--- src/rtl/spi_arb_if.sv ---
// rtl/spi_arb_if.sv - requester, SPI-master and status signals shared by spi_arb and its environment
interface spi_arb_if;
  logic        req_inrt;
  logic [15:0] cmd_inrt;
  logic        req_batt;
  logic [15:0] cmd_batt;
  logic        spi_wrt;
  logic [15:0] spi_cmd;
  logic        spi_done;
  logic [15:0] spi_rd;
  logic        ss_sel;
  logic        busy;
  logic        ack_inrt;
  logic        ack_batt;
  logic [15:0] rd_data;
  logic        timeout;

  modport slave (
    input  req_inrt, cmd_inrt, req_batt, cmd_batt, spi_done, spi_rd,
    output spi_wrt, spi_cmd, ss_sel, busy, ack_inrt, ack_batt, rd_data, timeout
  );

  modport master (
    output req_inrt, cmd_inrt, req_batt, cmd_batt, spi_done, spi_rd,
    input  spi_wrt, spi_cmd, ss_sel, busy, ack_inrt, ack_batt, rd_data, timeout
  );
endinterface

--- src/rtl/spi_arb.sv ---
// rtl/spi_arb.sv - two-requester arbiter for one shared 16-bit SPI master
// Inertial has priority; battery is forced through after MAX_CONSEC inertial grants.
module spi_arb #(
  parameter int MAX_CONSEC = 4,
  parameter int TO_CYCLES  = 2048
) (
  input  logic     i_clk,
  input  logic     i_rst,
  spi_arb_if.slave bus
);
  localparam int CW = $clog2(MAX_CONSEC + 1);

  typedef enum logic [1:0] {IDLE, ISSUE, WAIT, RESP} state_t;

  state_t        r_state;
  state_t        w_next;
  logic          r_owner;
  logic          r_timeout;
  logic [15:0]   r_spi_cmd;
  logic [15:0]   r_rd_data;
  logic [CW-1:0] r_consec;
  logic [11:0]   r_wait_cnt;
  logic          w_any_req;
  logic          w_batt_wins;
  logic          w_last_cnt;
  logic          w_timeout;

  assign w_any_req   = bus.req_inrt | bus.req_batt;
  assign w_batt_wins = bus.req_batt & (~bus.req_inrt | (r_consec == CW'(MAX_CONSEC)));
  assign w_last_cnt  = (r_wait_cnt == 12'(TO_CYCLES - 1));

  always_ff @(posedge i_clk or posedge i_rst) begin
    if (i_rst) r_state <= IDLE;
    else       r_state <= w_next;
  end

  // spi_done is only looked at in WAIT and beats a simultaneous final count
  always_comb begin
    w_next    = r_state;
    w_timeout = 1'b0;
    case (r_state)
      IDLE:  if (w_any_req) w_next = ISSUE;
      ISSUE: w_next = WAIT;
      WAIT: begin
        if (bus.spi_done) begin
          w_next = RESP;
        end else if (w_last_cnt) begin
          w_next    = IDLE;
          w_timeout = 1'b1;
        end
      end
      RESP:    w_next = IDLE;
      default: w_next = IDLE;
    endcase
  end

  always_ff @(posedge i_clk or posedge i_rst) begin
    if (i_rst) begin
      r_owner    <= 1'b0;
      r_timeout  <= 1'b0;
      r_spi_cmd  <= 16'h0000;
      r_rd_data  <= 16'h0000;
      r_consec   <= '0;
      r_wait_cnt <= 12'd0;
    end else begin
      r_timeout <= w_timeout;
      case (r_state)
        IDLE: begin
          if (w_any_req) begin
            r_owner   <= w_batt_wins;
            r_spi_cmd <= w_batt_wins ? bus.cmd_batt : bus.cmd_inrt;
            if (w_batt_wins || !bus.req_batt)
              r_consec <= '0;
            else if (r_consec != CW'(MAX_CONSEC))
              r_consec <= r_consec + 1'b1;
          end
        end
        ISSUE: r_wait_cnt <= 12'd0;
        WAIT: begin
          r_wait_cnt <= r_wait_cnt + 12'd1;
          if (bus.spi_done) r_rd_data <= bus.spi_rd;
        end
        default: ;
      endcase
    end
  end

  assign bus.spi_wrt  = (r_state == ISSUE);
  assign bus.busy     = (r_state != IDLE);
  assign bus.ack_inrt = (r_state == RESP) & ~r_owner;
  assign bus.ack_batt = (r_state == RESP) & r_owner;
  assign bus.spi_cmd  = r_spi_cmd;
  assign bus.ss_sel   = r_owner;
  assign bus.rd_data  = r_rd_data;
  assign bus.timeout  = r_timeout;
endmodule

--- src/flat_wrapper.sv ---
// flat-port wrapper written by rule: the top's interface ports become plain ports
module spi_arb_flat 
#(
  parameter int MAX_CONSEC = 4,
  parameter int TO_CYCLES  = 2048
)
  (i_clk, i_rst, bus_req_inrt, bus_cmd_inrt, bus_req_batt, bus_cmd_batt, bus_spi_done, bus_spi_rd, bus_spi_wrt, bus_spi_cmd, bus_ss_sel, bus_busy, bus_ack_inrt, bus_ack_batt, bus_rd_data, bus_timeout);
  spi_arb_if bus_i ();
  input  logic i_clk;
  input  logic i_rst;
  input wire logic [$bits(bus_i.req_inrt)-1:0] bus_req_inrt;
  input wire logic [$bits(bus_i.cmd_inrt)-1:0] bus_cmd_inrt;
  input wire logic [$bits(bus_i.req_batt)-1:0] bus_req_batt;
  input wire logic [$bits(bus_i.cmd_batt)-1:0] bus_cmd_batt;
  input wire logic [$bits(bus_i.spi_done)-1:0] bus_spi_done;
  input wire logic [$bits(bus_i.spi_rd)-1:0] bus_spi_rd;
  output wire logic [$bits(bus_i.spi_wrt)-1:0] bus_spi_wrt;
  output wire logic [$bits(bus_i.spi_cmd)-1:0] bus_spi_cmd;
  output wire logic [$bits(bus_i.ss_sel)-1:0] bus_ss_sel;
  output wire logic [$bits(bus_i.busy)-1:0] bus_busy;
  output wire logic [$bits(bus_i.ack_inrt)-1:0] bus_ack_inrt;
  output wire logic [$bits(bus_i.ack_batt)-1:0] bus_ack_batt;
  output wire logic [$bits(bus_i.rd_data)-1:0] bus_rd_data;
  output wire logic [$bits(bus_i.timeout)-1:0] bus_timeout;
  assign bus_i.req_inrt = bus_req_inrt;
  assign bus_i.cmd_inrt = bus_cmd_inrt;
  assign bus_i.req_batt = bus_req_batt;
  assign bus_i.cmd_batt = bus_cmd_batt;
  assign bus_i.spi_done = bus_spi_done;
  assign bus_i.spi_rd = bus_spi_rd;
  assign bus_spi_wrt = bus_i.spi_wrt;
  assign bus_spi_cmd = bus_i.spi_cmd;
  assign bus_ss_sel = bus_i.ss_sel;
  assign bus_busy = bus_i.busy;
  assign bus_ack_inrt = bus_i.ack_inrt;
  assign bus_ack_batt = bus_i.ack_batt;
  assign bus_rd_data = bus_i.rd_data;
  assign bus_timeout = bus_i.timeout;
  spi_arb #(.MAX_CONSEC(MAX_CONSEC), .TO_CYCLES(TO_CYCLES)) u_core (.i_clk(i_clk), .i_rst(i_rst), .bus(bus_i));
endmodule
--- config.mk ---
export PLATFORM = sky130hd
export DESIGN_NAME = spi_arb_flat
export DESIGN_NICKNAME = d
export VERILOG_FILES = /design/src/rtl/spi_arb_if.sv /design/src/rtl/spi_arb.sv /design/src/flat_wrapper.sv
export SDC_FILE = /design/constraint.sdc
export NUM_CORES = 1
export LEC_CHECK = 0
export BUFFER_PORTS_ARGS = -buffer_cell sky130_fd_sc_hd__buf_2
export CORE_MARGIN = 2
export CORE_UTILIZATION = 49
export CTS_CLUSTER_DIAMETER = 150
export DETAILED_ROUTE_END_ITERATION = 10
export PLACE_DENSITY = 0.81
export SLEW_MARGIN = 30
export SYNTH_ARGS = -nofsm -noshare
export SYNTH_HDL_FRONTEND = slang
export SYNTH_SLANG_ARGS = --single-unit
--- constraint.sdc ---
create_clock -name i_clk -period 2 [get_ports i_clk]
set_clock_uncertainty 0.1 [all_clocks]
set_input_delay 0.4 -clock i_clk [delete_from_list [all_inputs] [get_ports i_clk]]
set_output_delay 0.4 -clock i_clk [all_outputs]
set_load 0.01 [all_outputs]
==> summary.json <==
{
  "cpMaxStageDelayCell": "sky130_fd_sc_hd__dfrtp_1",
  "worstSetupStartpointType": "register",
  "synthMostInstantiatedCell": "sky130_fd_sc_hd__dfrtp_1",
  "cpMostUsedCell": "sky130_fd_sc_hd__inv_1",
  "pwr-share-comb_pct": 44.3,
  "yosysUniqueCellTypes": 37,
  "grt-ovfl-total": 0,
  "vias_in_the_first_global_route": 1807,
  "critical_path.n_buffers_inverters": 4,
  "track_usage_pct": 18.03,
  "worst_pin_slew_ns": 0.5063,
  "timing.reg2reg.setup_slack_ns": 0.20,
  "relSlewSlack_pct": 66.25,
  "number_of_cells_on_the_worst_reg_to_reg_path": 6,
  "cp_capture_type": "primary output",
  "design.die.area_sq_um": 5568,
  "synthesis.instances": 222,
  "endpoint_of_the_worst_slack_reg_to_reg_timing_path": "u_core.r_wait_cnt[11]",
  "cellLeakagePower_nw": 1.636,
  "floorplan.io_pins": 91,
  "path_max_fanout": 4,
  "crit_path_kind": "reg -> out",
  "synth.net_count": 283,
  "avgRoutedWirePerCell_um": 12.59,
  "number_of_enable_flip_flop_cells_after_synthesis": 0,
  "syn_area_sq_um": 2444,
  "viasPerCell": 5.094,
  "multiInputGateArea_sq_um": 1070,
  "grt_first_pass_wirelength_mm": 7.631,
  "part_of_the_yosys_area_used_for_sequential_elements_pct": 52.23,
  "gpl.final_weighted_congestion": 0.8313,
  "placedCellCount": 377,
  "drv.max_cap_violation_count": 0,
  "clkLatencyLatePin_ns": 0.30,
  "critical_path.top_delay_family": "buffers and inverters",
  "clkSinkCount": 51,
  "number_of_nets_with_antenna_violations_after_detailed_routing": 0,
  "core_area_sq_um": 4755,
  "ys_async_sr_fraction_pct": 100.0,
  "cts_h_tree_depth": 2,
  "cts.repair_timing.setup_buffer_count": 0,
  "hold_viol": 13,
  "ys_seq_elements": 51,
  "holdWs_ns": -0.01169,
  "floorplan.rows": 25,
  "ctsRootBufferMaster": "sky130_fd_sc_hd__clkbuf_8",
  "max_clock_freq_mhz": 539.1,
  "slew_viol_final": 0,
  "max-clock-path-buffers": 2,
  "outcome": "finished, violations left",
  "timing.critical_path.cells": "inv_1, ha_1, buf_4, inv_1, buf_2",
  "drc_errors": 0,
  "hold_buffer_count_at_cts": 0,
  "port-buffer-count": 90,
  "power.share.switching_pct": 37.42,
  "area_overhead_vs_synth_pct": 26.01,
  "clkSlewWorstSetupHoldPaths_ns": 0.09,
  "peak_ir_drop_on_the_vdd_network_mv": 0.7223,
  "power_share_of_the_sequential_group_pct": 41.6,
  "net-switching-power_mw": 1.465,
  "route.vias.total": 1961,
  "final_count_of_negative_setup_slack_endpoints": 0,
  "finalWorstPathRequiredPeriod_ns": 1.855,
  "synth_warnings": 0,
  "design.final.nets": 378,
  "crit_path_max_incr_delay_ns": 0.41,
  "ys_top_cells_by_count": "sky130_fd_sc_hd__dfrtp_1, sky130_fd_sc_hd__o21ai_0, sky130_fd_sc_hd__nand2_1",
  "power_per_cell_area_nw_per_um2": 1272,
  "critical_path_required_ns": 1.50,
  "synthesis.area_per_instance_sq_um": 11.01,
  "min_period_over_period_pct": 92.74,
  "fin_tns_setup_ns": 0,
  "place.detailed.hpwl_mm": 3.769,
  "clk_pwr_share_pct": 14.1,
  "floorplan.initialDensity_pct": 51.39,
  "cts_tree": "done",
  "min_path_type": "in -> async",
  "yosysTopAreaCell": "sky130_fd_sc_hd__dfrtp_1",
  "drt_first_pass_iters": 4,
  "synthTopCellsByArea": "sky130_fd_sc_hd__dfrtp_1, sky130_fd_sc_hd__mux2i_1, sky130_fd_sc_hd__mux2_2, sky130_fd_sc_hd__o21ai_0, sky130_fd_sc_hd__nand2_1",
  "finish.cell_count_without_fillers": 385,
  "worst_r2r_startpoint": "u_core.r_state[0]",
  "grt_setup_unrepaired": "false",
  "die_width_um": 74.62,
  "synth-main-ff-cell": "sky130_fd_sc_hd__dfrtp_1",
  "initialDrtViolationCount": 71,
  "worst-endpoint-arrival_ns": 1.35,
  "finalWirelength_mm": 4.846,
  "synth.top_cell.area_share_pct": 52.23,
  "cell_internal_pwr_mw": 2.451,
  "antenna_found_initial": 0,
  "num_antenna_cells": 0,
  "filler_cell_count": 392,
  "final_layout_size_suffix_gt1_share_pct": 40.57,
  "grt_start_max_net_pins": 34,
  "sequential_cell_area_sq_um": 1276,
  "violations": "negative hold slack",
  "post_cts.resized_instances": 0,
  "die_height_um": 74.62,
  "numCtsBuffers": 5
}
[metal layers]
metal	routed length [um]	share of wire, %	track usage, %
met5	0	0	0
met4	42	0.87	6.746
met3	343	7.1	4.953
met2	2468	51	31.47
met1	1992	41	21.30
[power groups by stage]
stage / clock network (mW) / logic (mW) / registers (mW)
floorplan: 0 / 0.891 / 1.80
global placement: 0 / 1.70 / 1.63
detailed placement: 0 / 1.76 / 1.65
CTS: 0.568 / 1.75 / 1.63
global route: 0.620 / 1.94 / 1.68
finish: 0.553 / 1.73 / 1.63
[how the worst max path moves through the flow]
| stage | cells after the start | slack [ns] | end | startpoint |
|---|---|---|---|---|
| after floorplan | 6 | 0.18 | u_core.bus.rd_data[0] | u_core.r_state[0] |
| after global placement | 6 | 0.29 | u_core.bus.spi_cmd[9] | u_core.r_consec[0] |
| after detailed placement | 6 | 0.19 | u_core.bus.spi_cmd[7] | u_core.r_consec[0] |
| after CTS | 5 | 0.13 | bus_busy | u_core.r_state[0] |
| after global routing | 6 | 0.07 | u_core.bus.spi_cmd[0] | u_core.r_consec[0] |
| final | 5 | 0.15 | bus_busy | u_core.r_state[0] |
[cell usage in the layout (no fill, tap or decap), types with 2 or more instances in the layout]
cell                        count
sky130_fd_sc_hd__dfrtp_1       51
sky130_fd_sc_hd__inv_1         11
sky130_fd_sc_hd__buf_4          7
sky130_fd_sc_hd__and4_1         2
sky130_fd_sc_hd__nand4_1        4
sky130_fd_sc_hd__nor2_1        11
sky130_fd_sc_hd__mux2i_1       18
sky130_fd_sc_hd__o21ai_0       28
sky130_fd_sc_hd__xor2_1         4
sky130_fd_sc_hd__nor3_1         3
sky130_fd_sc_hd__mux2_2        16
sky130_fd_sc_hd__clkbuf_1       2
sky130_fd_sc_hd__buf_2         90
sky130_fd_sc_hd__o2bb2ai_1      2
sky130_fd_sc_hd__nand3_1        6
sky130_fd_sc_hd__ha_1           8
sky130_fd_sc_hd__and2_1         2
sky130_fd_sc_hd__nand2_1       27
sky130_fd_sc_hd__clkbuf_8       5
[registers in the layout (all words and copies together) (netlist names)]
register            flops
u_core.bus.rd_data     16
u_core.r_wait_cnt      12
u_core.r_consec         3
u_core.bus.timeout      1
u_core.bus.spi_cmd     16
u_core.r_state          2
u_core.bus.ss_sel       1
[through the flow]
stage / utilization [%] / setup WS (ns) / power [mW] / area, sq um
after global placement: 63.05 / 0.2939 / 3.336 / 2998
final: 64.76 / 0.1452 / 3.916 / 3079
after floorplan: - / 0.1766 / 2.688 / 2444
after detailed placement: 63.05 / 0.1918 / 3.402 / 2998
after global routing: 64.76 / 0.06584 / 4.238 / 3079
after CTS: 64.76 / 0.1314 / 3.949 / 3079
[cell type report]
class                      count  share of cell area, %
sequential                    51                  41.45
multi-input combinational    149                  34.74
timing repair buffer          98                  16.98
clock inverter                 1                 0.1625
inverter                      12                  1.463
tap                           67                  2.722
clock buffer                   7                  2.479
[worst register-to-register path: stages, from the launching register on]
cell and delay [ns]:
sky130_fd_sc_hd__dfrtp_1 0.41, sky130_fd_sc_hd__inv_1 0.08, sky130_fd_sc_hd__ha_1 0.40, sky130_fd_sc_hd__and4_1 0.32, sky130_fd_sc_hd__nand4_1 0.15, sky130_fd_sc_hd__xor2_1 0.17, sky130_fd_sc_hd__nor2_1 0.05
[cell families after synthesis]
kind of cell / count (synthesis) / synth area share [%]
AOI/OAI and AO/OA: 39 / 9.524
xor gates and xnor gates: 5 / 1.792
adders and majority gates: 8 / 4.096
buffers and inverters: 22 / 4.147
DFF: 51 / 52.23
muxes: 35 / 15.36
and+or+nand+nor: 62 / 12.85
No activity file was read; power rests on OpenSTA's default activity.
